**src/rtl/spc700_io_regs_pkg.sv**
```systemverilog
// Shared constants and types for the SPC700 $00F0-$00FF I/O register file.
package spc700_io_regs_pkg;

    localparam logic [3:0] RegTest     = 4'h0;
    localparam logic [3:0] RegControl  = 4'h1;
    localparam logic [3:0] RegDspAddr  = 4'h2;
    localparam logic [3:0] RegDspData  = 4'h3;
    localparam logic [3:0] RegPort0    = 4'h4;
    localparam logic [3:0] RegPort1    = 4'h5;
    localparam logic [3:0] RegPort2    = 4'h6;
    localparam logic [3:0] RegPort3    = 4'h7;
    localparam logic [3:0] RegScratch0 = 4'h8;
    localparam logic [3:0] RegScratch1 = 4'h9;
    localparam logic [3:0] RegTarget0  = 4'hA;
    localparam logic [3:0] RegTarget1  = 4'hB;
    localparam logic [3:0] RegTarget2  = 4'hC;
    localparam logic [3:0] RegCount0   = 4'hD;
    localparam logic [3:0] RegCount1   = 4'hE;
    localparam logic [3:0] RegCount2   = 4'hF;

    localparam int unsigned CtrlTimerEn0   = 0;
    localparam int unsigned CtrlClrPorts01 = 4;
    localparam int unsigned CtrlClrPorts23 = 5;
    localparam int unsigned CtrlIplEn      = 7;

    localparam logic [7:0] ControlReset = 8'h80;

    typedef struct packed {
        logic [7:0] stage2;
        logic [3:0] cnt;
        logic [7:0] target;
    } timer_state_t;

endpackage

```
**src/rtl/spc700_timer.sv**
```systemverilog
// One SPC700 stage-2 timer: divides prescaler ticks by its target and keeps a 4-bit
// clear-on-read counter. SPC700_IO_DBG_EN adds raw target/counter access.
module spc700_timer
    import spc700_io_regs_pkg::*;
(
    input  logic       clk_i,
    input  logic       rst_i,
    input  logic       tick_i,
    input  logic       enable_i,
    input  logic       start_i,
    input  logic       tgt_we_i,
    input  logic [7:0] tgt_wd_i,
    input  logic       rd_clr_i,
`ifdef SPC700_IO_DBG_EN
    input  logic       cnt_we_i,
    input  logic [3:0] cnt_wd_i,
    output logic [7:0] tgt_o,
`endif
    output logic [3:0] cnt_o
);

    timer_state_t st_q, st_d;
    logic [7:0]   stage2_inc;
    logic         wrap;

    always_comb begin
        st_d       = st_q;
        stage2_inc = st_q.stage2 + 8'd1;
        // Target 0 matches after the 8-bit wrap, giving a 256-tick period.
        wrap       = enable_i && tick_i && (stage2_inc == st_q.target);
        if (enable_i && tick_i) begin
            st_d.stage2 = wrap ? 8'h00 : stage2_inc;
        end
        if (rd_clr_i) begin
            st_d.cnt = {3'b000, wrap};
        end else if (wrap) begin
            st_d.cnt = st_q.cnt + 4'd1;
        end
        if (start_i) begin
            st_d.stage2 = 8'h00;
            st_d.cnt    = 4'h0;
        end
        if (tgt_we_i) begin
            st_d.target = tgt_wd_i;
        end
`ifdef SPC700_IO_DBG_EN
        if (cnt_we_i) begin
            st_d.cnt = cnt_wd_i;
        end
`endif
    end

    always_ff @(posedge clk_i) begin
        if (rst_i) begin
            st_q <= '0;
        end else begin
            st_q <= st_d;
        end
    end

    assign cnt_o = st_q.cnt;
`ifdef SPC700_IO_DBG_EN
    assign tgt_o = st_q.target;
`endif

endmodule

```
**src/rtl/spc700_io_regs.sv**
```systemverilog
// SPC700 $00F0-$00FF register file: CONTROL, DSP window, mailbox ports, scratch and timers.
// Define SPC700_IO_DBG_EN to add a side-effect-free raw debug access port.
module spc700_io_regs
    import spc700_io_regs_pkg::*;
#(
    parameter int unsigned PRESCALE_T01 = 128,
    parameter int unsigned PRESCALE_T2  = 16
) (
    input  logic        CLK,
    input  logic        RST,
    input  logic        EN,
    input  logic [15:0] A,
    input  logic [7:0]  D_IN,
    input  logic        RD,
    input  logic        WR,
    output logic        SEL,
    output logic [7:0]  D_OUT,
    output logic        IPL_EN,
    output logic [7:0]  DSP_ADDR,
    output logic [7:0]  DSP_DO,
    output logic        DSP_WR,
    input  logic [7:0]  DSP_DI,
    input  logic        TIMER_CE,
    input  logic [1:0]  SNES_A,
    input  logic        SNES_WR,
    input  logic [7:0]  SNES_DI,
    output logic [7:0]  SNES_DO
`ifdef SPC700_IO_DBG_EN
    ,
    input  logic [7:0]  DBG_REG,
    input  logic [7:0]  DBG_DAT_IN,
    input  logic        DBG_DAT_WR,
    output logic [7:0]  DBG_DAT_OUT
`endif
);

    localparam int unsigned Pre01W = (PRESCALE_T01 > 1) ? $clog2(PRESCALE_T01) : 1;
    localparam int unsigned Pre2W  = (PRESCALE_T2 > 1) ? $clog2(PRESCALE_T2) : 1;

    logic [Pre01W-1:0] pre01_q, pre01_d;
    logic [Pre2W-1:0]  pre2_q, pre2_d;
    logic [7:0]        control_q, control_d, dsp_addr_q, dsp_addr_d, dsp_do_q, dsp_do_d;
    logic              dsp_wr_q, dsp_wr_d;
    logic [3:0][7:0]   in_q, in_d, out_q, out_d;
    logic [1:0][7:0]   scratch_q, scratch_d;
    logic              tick01, tick2, wr_acc, rd_acc;
    logic [2:0]        tick, start, tgt_we, rd_clr;
    logic [7:0]        tgt_wd;
    logic [2:0][3:0]   cnt;
`ifdef SPC700_IO_DBG_EN
    logic [7:0]        test_q, test_d;
    logic              dbg_we;
    logic [2:0]        cnt_we;
    logic [2:0][7:0]   tgt;
    assign dbg_we = !EN && DBG_DAT_WR && (DBG_REG[7:4] == 4'hF);
`endif

    assign SEL    = (A[15:4] == 12'h00F);
    assign wr_acc = EN && SEL && WR;
    assign rd_acc = EN && SEL && RD;
    assign tick01 = TIMER_CE && (pre01_q == Pre01W'(PRESCALE_T01 - 1));
    assign tick2  = TIMER_CE && (pre2_q == Pre2W'(PRESCALE_T2 - 1));
    assign tick   = {tick2, tick01, tick01};

    always_comb begin
        pre01_d = TIMER_CE ? (tick01 ? '0 : pre01_q + Pre01W'(1)) : pre01_q;
        pre2_d  = TIMER_CE ? (tick2 ? '0 : pre2_q + Pre2W'(1)) : pre2_q;
        tgt_wd  = D_IN;
        for (int n = 0; n < 3; n++) begin
            start[n]  = wr_acc && (A[3:0] == RegControl) && D_IN[CtrlTimerEn0 + n]
                        && !control_q[CtrlTimerEn0 + n];
            tgt_we[n] = wr_acc && (A[3:0] == RegTarget0 + 4'(n));
            rd_clr[n] = rd_acc && (A[3:0] == RegCount0 + 4'(n));
        end
`ifdef SPC700_IO_DBG_EN
        for (int n = 0; n < 3; n++) begin
            cnt_we[n] = dbg_we && (DBG_REG[3:0] == RegCount0 + 4'(n));
            if (dbg_we && (DBG_REG[3:0] == RegTarget0 + 4'(n))) begin
                tgt_we[n] = 1'b1;
            end
        end
        if (dbg_we) begin
            tgt_wd = DBG_DAT_IN;
        end
`endif
    end

    for (genvar n = 0; n < 3; n++) begin : g_timer
        spc700_timer u_timer (
            .clk_i    (CLK),
            .rst_i    (RST),
            .tick_i   (tick[n]),
            .enable_i (control_q[CtrlTimerEn0 + n]),
            .start_i  (start[n]),
            .tgt_we_i (tgt_we[n]),
            .tgt_wd_i (tgt_wd),
            .rd_clr_i (rd_clr[n]),
`ifdef SPC700_IO_DBG_EN
            .cnt_we_i (cnt_we[n]),
            .cnt_wd_i (DBG_DAT_IN[3:0]),
            .tgt_o    (tgt[n]),
`endif
            .cnt_o    (cnt[n])
        );
    end

    always_comb begin
        control_d  = control_q;
        dsp_addr_d = dsp_addr_q;
        dsp_do_d   = dsp_do_q;
        dsp_wr_d   = 1'b0;
        in_d       = in_q;
        out_d      = out_q;
        scratch_d  = scratch_q;
`ifdef SPC700_IO_DBG_EN
        test_d     = test_q;
        if (wr_acc && (A[3:0] == RegTest)) test_d = D_IN;
        if (dbg_we) begin
            case (DBG_REG[3:0])
                RegTest:                              test_d = DBG_DAT_IN;
                RegControl:                           control_d = DBG_DAT_IN & 8'h87;
                RegDspAddr:                           dsp_addr_d = DBG_DAT_IN;
                RegDspData:                           dsp_do_d = DBG_DAT_IN;
                RegPort0, RegPort1, RegPort2, RegPort3: in_d[DBG_REG[1:0]] = DBG_DAT_IN;
                RegScratch0, RegScratch1:             scratch_d[DBG_REG[0]] = DBG_DAT_IN;
                default: ;
            endcase
        end
`endif
        if (wr_acc) begin
            case (A[3:0])
                RegControl: begin
                    control_d = {D_IN[CtrlIplEn], 4'b0000, D_IN[2:0]};
                    if (D_IN[CtrlClrPorts01]) begin
                        in_d[0] = 8'h00;
                        in_d[1] = 8'h00;
                    end
                    if (D_IN[CtrlClrPorts23]) begin
                        in_d[2] = 8'h00;
                        in_d[3] = 8'h00;
                    end
                end
                RegDspAddr: dsp_addr_d = D_IN;
                RegDspData: begin
                    dsp_do_d = D_IN;
                    dsp_wr_d = 1'b1;
                end
                RegPort0, RegPort1, RegPort2, RegPort3: out_d[A[1:0]] = D_IN;
                RegScratch0, RegScratch1:             scratch_d[A[0]] = D_IN;
                default: ;
            endcase
        end
        // SNES-side write lands after any CONTROL clear so it wins on a shared edge.
        if (SNES_WR) in_d[SNES_A] = SNES_DI;
    end

    always_ff @(posedge CLK) begin
        if (RST) begin
            pre01_q    <= '0;
            pre2_q     <= '0;
            control_q  <= ControlReset;
            dsp_addr_q <= 8'h00;
            dsp_do_q   <= 8'h00;
            dsp_wr_q   <= 1'b0;
            in_q       <= '0;
            out_q      <= '0;
            scratch_q  <= '0;
`ifdef SPC700_IO_DBG_EN
            test_q     <= 8'h00;
`endif
        end else begin
            pre01_q    <= pre01_d;
            pre2_q     <= pre2_d;
            control_q  <= control_d;
            dsp_addr_q <= dsp_addr_d;
            dsp_do_q   <= dsp_do_d;
            dsp_wr_q   <= dsp_wr_d;
            in_q       <= in_d;
            out_q      <= out_d;
            scratch_q  <= scratch_d;
`ifdef SPC700_IO_DBG_EN
            test_q     <= test_d;
`endif
        end
    end

    always_comb begin
        D_OUT = 8'h00;
        if (SEL) begin
            case (A[3:0])
                RegTest, RegControl:                  D_OUT = 8'h00;
                RegDspAddr:                           D_OUT = dsp_addr_q;
                RegDspData:                           D_OUT = DSP_DI;
                RegPort0, RegPort1, RegPort2, RegPort3: D_OUT = in_q[A[1:0]];
                RegScratch0, RegScratch1:             D_OUT = scratch_q[A[0]];
                RegCount0:                            D_OUT = {4'h0, cnt[0]};
                RegCount1:                            D_OUT = {4'h0, cnt[1]};
                RegCount2:                            D_OUT = {4'h0, cnt[2]};
                default:                              D_OUT = 8'h00;
            endcase
        end
    end

`ifdef SPC700_IO_DBG_EN
    always_comb begin
        DBG_DAT_OUT = 8'h00;
        if (DBG_REG[7:4] == 4'hF) begin
            case (DBG_REG[3:0])
                RegTest:                              DBG_DAT_OUT = test_q;
                RegControl:                           DBG_DAT_OUT = control_q;
                RegDspAddr:                           DBG_DAT_OUT = dsp_addr_q;
                RegDspData:                           DBG_DAT_OUT = dsp_do_q;
                RegPort0, RegPort1, RegPort2, RegPort3: DBG_DAT_OUT = in_q[DBG_REG[1:0]];
                RegScratch0, RegScratch1:             DBG_DAT_OUT = scratch_q[DBG_REG[0]];
                RegTarget0:                           DBG_DAT_OUT = tgt[0];
                RegTarget1:                           DBG_DAT_OUT = tgt[1];
                RegTarget2:                           DBG_DAT_OUT = tgt[2];
                RegCount0:                            DBG_DAT_OUT = {4'h0, cnt[0]};
                RegCount1:                            DBG_DAT_OUT = {4'h0, cnt[1]};
                default:                              DBG_DAT_OUT = {4'h0, cnt[2]};
            endcase
        end
    end
`endif

    assign IPL_EN   = control_q[CtrlIplEn];
    assign DSP_ADDR = dsp_addr_q;
    assign DSP_DO   = dsp_do_q;
    assign DSP_WR   = dsp_wr_q;
    assign SNES_DO  = out_q[SNES_A];

endmodule

```
**config.mk**
```make
export PLATFORM = sky130hd
export DESIGN_NAME = spc700_io_regs
export DESIGN_NICKNAME = d
export VERILOG_FILES = /design/src/rtl/spc700_io_regs_pkg.sv /design/src/rtl/spc700_timer.sv /design/src/rtl/spc700_io_regs.sv
export SDC_FILE = /design/constraint.sdc
export NUM_CORES = 1
export LEC_CHECK = 0
export BUFFER_PORTS_ARGS = -buffer_cell sky130_fd_sc_hd__buf_2
export CAP_MARGIN = 20
export CORE_MARGIN = 5
export CORE_UTILIZATION = 40
export CTS_CLUSTER_DIAMETER = 150
export CTS_CLUSTER_SIZE = 10
export DETAILED_ROUTE_END_ITERATION = 16
export PLACE_DENSITY = 0.62
export SLEW_MARGIN = 15
export SYNTH_ARGS = -nofsm -noshare
export SYNTH_HDL_FRONTEND = slang
export SYNTH_SLANG_ARGS = --single-unit
```
**constraint.sdc**
```tcl
create_clock -name CLK -period 7 [get_ports CLK]
set_input_delay 0.35 -clock CLK [delete_from_list [all_inputs] [get_ports CLK]]
set_output_delay 0.35 -clock CLK [all_outputs]
set_load 0.1 [all_outputs]
```
# After elaboration in Yosys (flattened, before gate mapping)

Index checks and enable logic that the tools add are counted.

Add/sub/neg operators: 8
Order comparisons: 6
Equality and inequality tests: 21
Multiplexer cells: 34
Bitwise logic cells: 1
Reduce and logical (&&, ||, !) cells: 47

Operators with widths:

| operator                                                         | count |
|---|---|
| 32-bit two-way mux                                               | 3 |
| 8-bit two-way mux                                                | 11 |
| 32-bit bitwise mux                                               | 2 |
| 8-bit case mux with 7 select lines                               | 1 |
| 4-bit == test, second input constant                             | 9 |
| 8-bit binary-select mux with 2-bit select                        | 2 |
| 8-bit demux with 2-bit select                                    | 2 |
| 16-bit two-way mux                                               | 2 |
| 1-bit logical AND                                                | 27 |
| 8-bit by 1-bit adder with 8-bit output, second input constant    | 3 |
| 8-bit == test                                                    | 3 |
| 4-bit by 1-bit adder with 4-bit output, second input constant    | 4 |
| 16-bit bitwise mux                                               | 1 |
| 4-bit by 3-bit == test with 1-bit output, second input constant  | 4 |
| 12-bit by 4-bit == test with 1-bit output, second input constant | 1 |
| 2-bit AND reduction                                              | 5 |
| 2-bit OR reduction                                               | 5 |
| 3-bit OR reduction                                               | 3 |
| 8-bit demux with 1-bit select                                    | 1 |
| 4-bit by 2-bit == test with 1-bit output, second input constant  | 2 |
| 7-bit by 1-bit adder with 7-bit output, second input constant    | 1 |
| 7-bit == test, second input constant                             | 1 |
| 1-bit two-way mux                                                | 7 |
| 7-bit two-way mux                                                | 1 |
| 10 further kinds                                                 | 16 |

Register bits after elaboration: 172
Output and inout port bits: 35
Word-level logic and storage cells: 145

# Depth between registers and ports, before layout

Depth in word-level cells: 7
Depth in mapped cells: 9
Depth with buffers taken out: 7

# Modules after synthesis

From an unflattened synthesis, not the netlist that was laid out.

Cell total of the unflattened synthesis: 1012
Area, all modules: 9023.7 sq um

Modules (own cells, without submodules):

| module         | times used | cells each | area each (sq um) | sequential area each (sq um) |
|---|---|---|---|---|
| spc700_io_regs | 1          | 586        | 5551.6            | 2242.2 |
| spc700_timer   | 3          | 142        | 1157.4            | 400.4 |

# Worst setup path before layout

Ideal clock, no wire load.

Kind: input -> output
Start: input port A[9]
End: output port D_OUT[0]
Arrival: 3.489 ns
Path slack: 3.161 ns
Stages on the path: 6
Buffers on the path: 0
Cell sequence: nor4_1 and2_1 nand2_1 inv_1 nand2_1 a31oi_1

Word-level cells in the longest chain between the ends: 2

RTL lines:

| item                                      | RTL line              | text |
|---|---|---|
| from (decl)                               | spc700_io_regs.sv:12  | `input logic [15:0] A,` |
| 12-bit by 4-bit == test with 1-bit output | spc700_io_regs.sv:58  | `assign SEL = (A[15:4] == 12'h00F);` |
| net SEL                                   | spc700_io_regs.sv:16  | `output logic SEL,` |
| 8-bit two-way mux                         | spc700_io_regs.sv:189 | `if (SEL) begin` |
| to (decl)                                 | spc700_io_regs.sv:17  | `output logic [7:0] D_OUT,` |

The timed path passes the listed nets, and every way through them passes these cells.

# Final worst setup path

Start: register pre2_q[0]
End: register g_timer[2].u_timer.st_q (netlist bit g_timer[2].u_timer.cnt_o[3])

Word-level cells in the longest chain between the ends: 4

RTL lines:

| item                           | RTL line              | text |
|---|---|---|
| from (decl)                    | spc700_io_regs.sv:41  | `logic [Pre2W-1:0] pre2_q, pre2_d;` |
| from (signal assigned)         | spc700_io_regs.sv:173 | `pre2_q <= pre2_d;` |
| 4-bit == test                  | spc700_io_regs.sv:62  | `assign tick2 = TIMER_CE && (pre2_q == Pre2W'(PRESCALE_T2 - 1));` |
| 1-bit logical AND              | spc700_io_regs.sv:62  |  |
| 1-bit logical AND (2 in a row) | spc700_timer.sv:30    | `wrap = enable_i && tick_i && (stage2_inc == st_q.target);` |
| to (signal assigned)           | spc700_timer.sv:57    | `st_q <= st_d;` |
| to (decl)                      | spc700_timer.sv:22    | `timer_state_t st_q, st_d;` |

No other way between the ends.
A chain may end at the register's enable or synchronous reset.

==> summary.md <==
| Metric | Value |
|---|---|
| RSZ-0062 raised after global routing | no |
| Drt drc | 0 |
| Clock latency on the worst-skew pair | 430 ps |
| Area leader, netlist | dfxtp_1 |
| PortBufs | 83 |
| Max Fclk | 0.3141 GHz |
| Synth Warn # | 0 |
| CTS tree | built |
| Layout cells sized above 1 | 0.1407 |
| Via density | 5.501 |
| Final Hold Fails | 0 |
| Asr flop ratio synth | 0 |
| Gate Count Post-Synth | 1005 |
| Crit path capture type | register |
| Full die area | 23270 µm² |
| Clk slew on worst S/H paths | 70 ps |
| P_leak | 3.216 nW |
| Capturing point of the worst reg2reg path | g_timer[2].u_timer.cnt_o[3] |
| Hold path start | SNES_DI[6] |
| R2R depth | 6 |
| Fin. max-slew vios | 0 |
| Hpwl dp | 16260 µm |
| Crit Reg-Reg Startpoint | pre2_q[0] |
| Setup Skew | 6.229 ps |
| Relative slew slack | 0.3276 |
| Antenna cells | 0 |
| Postcts setup bufs | 0 |
| CTS resizes | 0 |
| Ys flop type | dfxtp_1 |
| Tcrit/Tclk final | 0.4549 |
| Power per cell area | 221.2 nW/µm² |
| Avg Cell Area, Syn | 8.087 µm² |
| Crit path DAT | 3550 ps |
| Initial DRC count | 568 |
| CP Launch Type | register |
| Count leader, synth | nand2_1 |
| Global-route wire length before repair | 37000 µm |
| Final net count | 1110 |
| Reg-to-reg slack, setup | 3820 ps |
| Clk root buf | clkbuf_16 |
| Starting density of the core | 0.4043 |
| Die Y | 152.5 µm |
| Largest net degree at the start of global routing | 88 |
| Pre-antenna DRT Iters | 5 |
| Area of the multi-input gates | 4408 µm² |
| Yosys top cell area share | 0.4236 |
| Row Count | 52 |
| Post-Syn Area | 8128 µm² |
| Fill cell count | 2005 |
| Setup_tns | 0 ps |
| Final GP Congestion | 0.8721 |
| GRT overflow | 0 |
| Area contributors post-synth | dfxtp_1 42%, nand2_1 11%, a21oi_1 7.2% |
| Ports | 84 |
| Top post-synthesis cells by count | 234 x nand2_1, 172 x dfxtp_1, 117 x a21oi_1 |
| Cell variety after synth | 56 |
| Antenna-violating nets left | 0 |
| Crit path kind | reg2reg |
| Max-Cap Viols | 0 |
| Fin cells | 1336 |
| Register bit total from synthesis | 172 |
| Area Overhead vs Synth | 14.42% |
| PnR Total Power | 2.057 mW |
| Maximum VDD drop | 0.0001825 V |
| Crit path time final | 3184 ps |
| Reg area | 3443 µm² |
| Crit path max fanout | 17 |
| Routed len/inst | 17.10 µm |
| Final WL | 22850 µm |
| Worst Hold Path EP | in_q[14] |
| WP data required | 7370 ps |
| Number of enable flip-flop cells after synthesis | 0 |
| Status | completed |
| Via count | 7349 |
| Measured slew at the worst slew-check pin | 1001 ps |
| Deepest clock path buffer count | 2 |
| Initial antenna violation count | 0 |
| Setup violations, final | 0 |
| Die X | 152.5 µm |
| Sequential-to-total area share from yosys stat | 0.4236 |
| Worst Hold Class | in2reg |
| Worst hold slack | 218.7 ps |
| Dpl cells | 1303 |
| Total CTS buffers | 17 |
| Clock sinks | 172 |
| GRT Overall Usage | 0.1959 |
| Vias in the first global route | 6805 |
| H-tree depth | 4 |
| WHS Path Cells | 3 |
| Core area | 20100 µm² |
| Post-synth net total | 1062 |
| CTS Hold Bufs | 0 |
==> critical path, cell delays in order, from the launching register on <==
cell     delay (ps)
dfxtp_1         390
ha_1            240
nand4_1         700
nor4_1          480
nand4_1         600
or3_1           560
a21oi_1         140
==> cell families (layout without fill, tap and decap cells) <==
kind of cell | after synthesis | count (layout) | share of synthesized area
xor+xnor | 40 | 40 | 0.04310
flops | 172 | 172 | 0.4236
mux | 29 | 29 | 0.06111
buf+inv | 73 | 134 | 0.03464
compound gates | 230 | 230 | 0.1724
simple gates | 453 | 453 | 0.2528
fa+ha+maj | 8 | 8 | 0.01232
==> through the flow <==
stage	util	setup WS, ps	area (µm²)
floorplan	-	3161	8128
global placement	0.4324	3790	8693
detailed placement	0.4324	3699	8693
CTS	0.4623	3784	9295
global route	0.4626	3488	9300
finish	0.4626	3816	9300
==> final cells by class <==
type | count | area share
timing repair buffer | 89 | 0.04951
inverter | 13 | 0.005247
clock buffer | 17 | 0.04574
tap | 270 | 0.03632
multi-input combinational | 760 | 0.4740
clock inverter | 15 | 0.01897
sequential | 172 | 0.3702
==> layout by cell type, fill, tap and decap left out, drive strengths merged, types with 3 or more instances in the layout <==
| cell type | count |
|---|---|
| xnor2 | 28 |
| nor2b | 5 |
| nand4 | 14 |
| ha | 8 |
| nand3 | 30 |
| mux4 | 16 |
| mux2i | 8 |
| o211ai | 5 |
| a211o | 3 |
| nor4b | 5 |
| a22oi | 36 |
| nor4 | 8 |
| o21ai | 23 |
| clkinvlp | 4 |
| xor2 | 12 |
| inv | 21 |
| a31oi | 10 |
| nor2 | 75 |
| and3 | 8 |
| nand2 | 234 |
| and2 | 9 |
| buf | 88 |
| a31o | 3 |
| or3 | 10 |
| a21oi | 117 |
| or4 | 5 |
| and4 | 5 |
| dfxtp | 172 |
| mux2 | 5 |
| clkbuf | 18 |
| nand2b | 11 |
| a22o | 4 |
| o31ai | 4 |
| a221oi | 7 |
| nor3 | 25 |
==> flip-flops by register name, summed over array words and instances, names as in the netlist, 7 cells and up <==
register and flops:
pre01_q 7, scratch_q 16, in_q 32, g_timer.u_timer.st_q 48, g_timer.u_timer.cnt_o 12, DSP_DO 8, out_q 32, DSP_ADDR 8
==> how the worst max path moves through the flow <==
stage | from | endpoint | slack, ps | depth (start not counted)
floorplan | A[9] | D_OUT[0] | 3160 | 6
global placement | A[0] | D_OUT[5] | 3790 | 6
detailed placement | TIMER_CE | g_timer[2].u_timer.cnt_o[3] | 3700 | 7
CTS | pre2_q[0] | g_timer[2].u_timer.cnt_o[3] | 3780 | 6
global route | pre2_q[0] | g_timer[2].u_timer.cnt_o[3] | 3490 | 6
finish | pre2_q[0] | g_timer[2].u_timer.cnt_o[3] | 3820 | 6
==> power by group <==
group | switching, mW | internal, mW | total (mW) | leakage, nW
logic | 0.0693 | 0.0322 | 0.101 | 1.55
registers | 0.00529 | 0.986 | 0.991 | 1.39
clock network | 0.426 | 0.539 | 0.964 | 0.283
total | 0.500 | 1.56 | 2.06 | 3.22
==> layer usage <==
metal,up-vias,share of wire,GRT usage
met1,3512,0.47,0.2712
met2,175,0.46,0.3033
li1,3637,-,-
met3,25,0.056,0.04942
met4,0,0.017,0.05855
met5,-,0,0
Power figures use the tool's default switching activity.
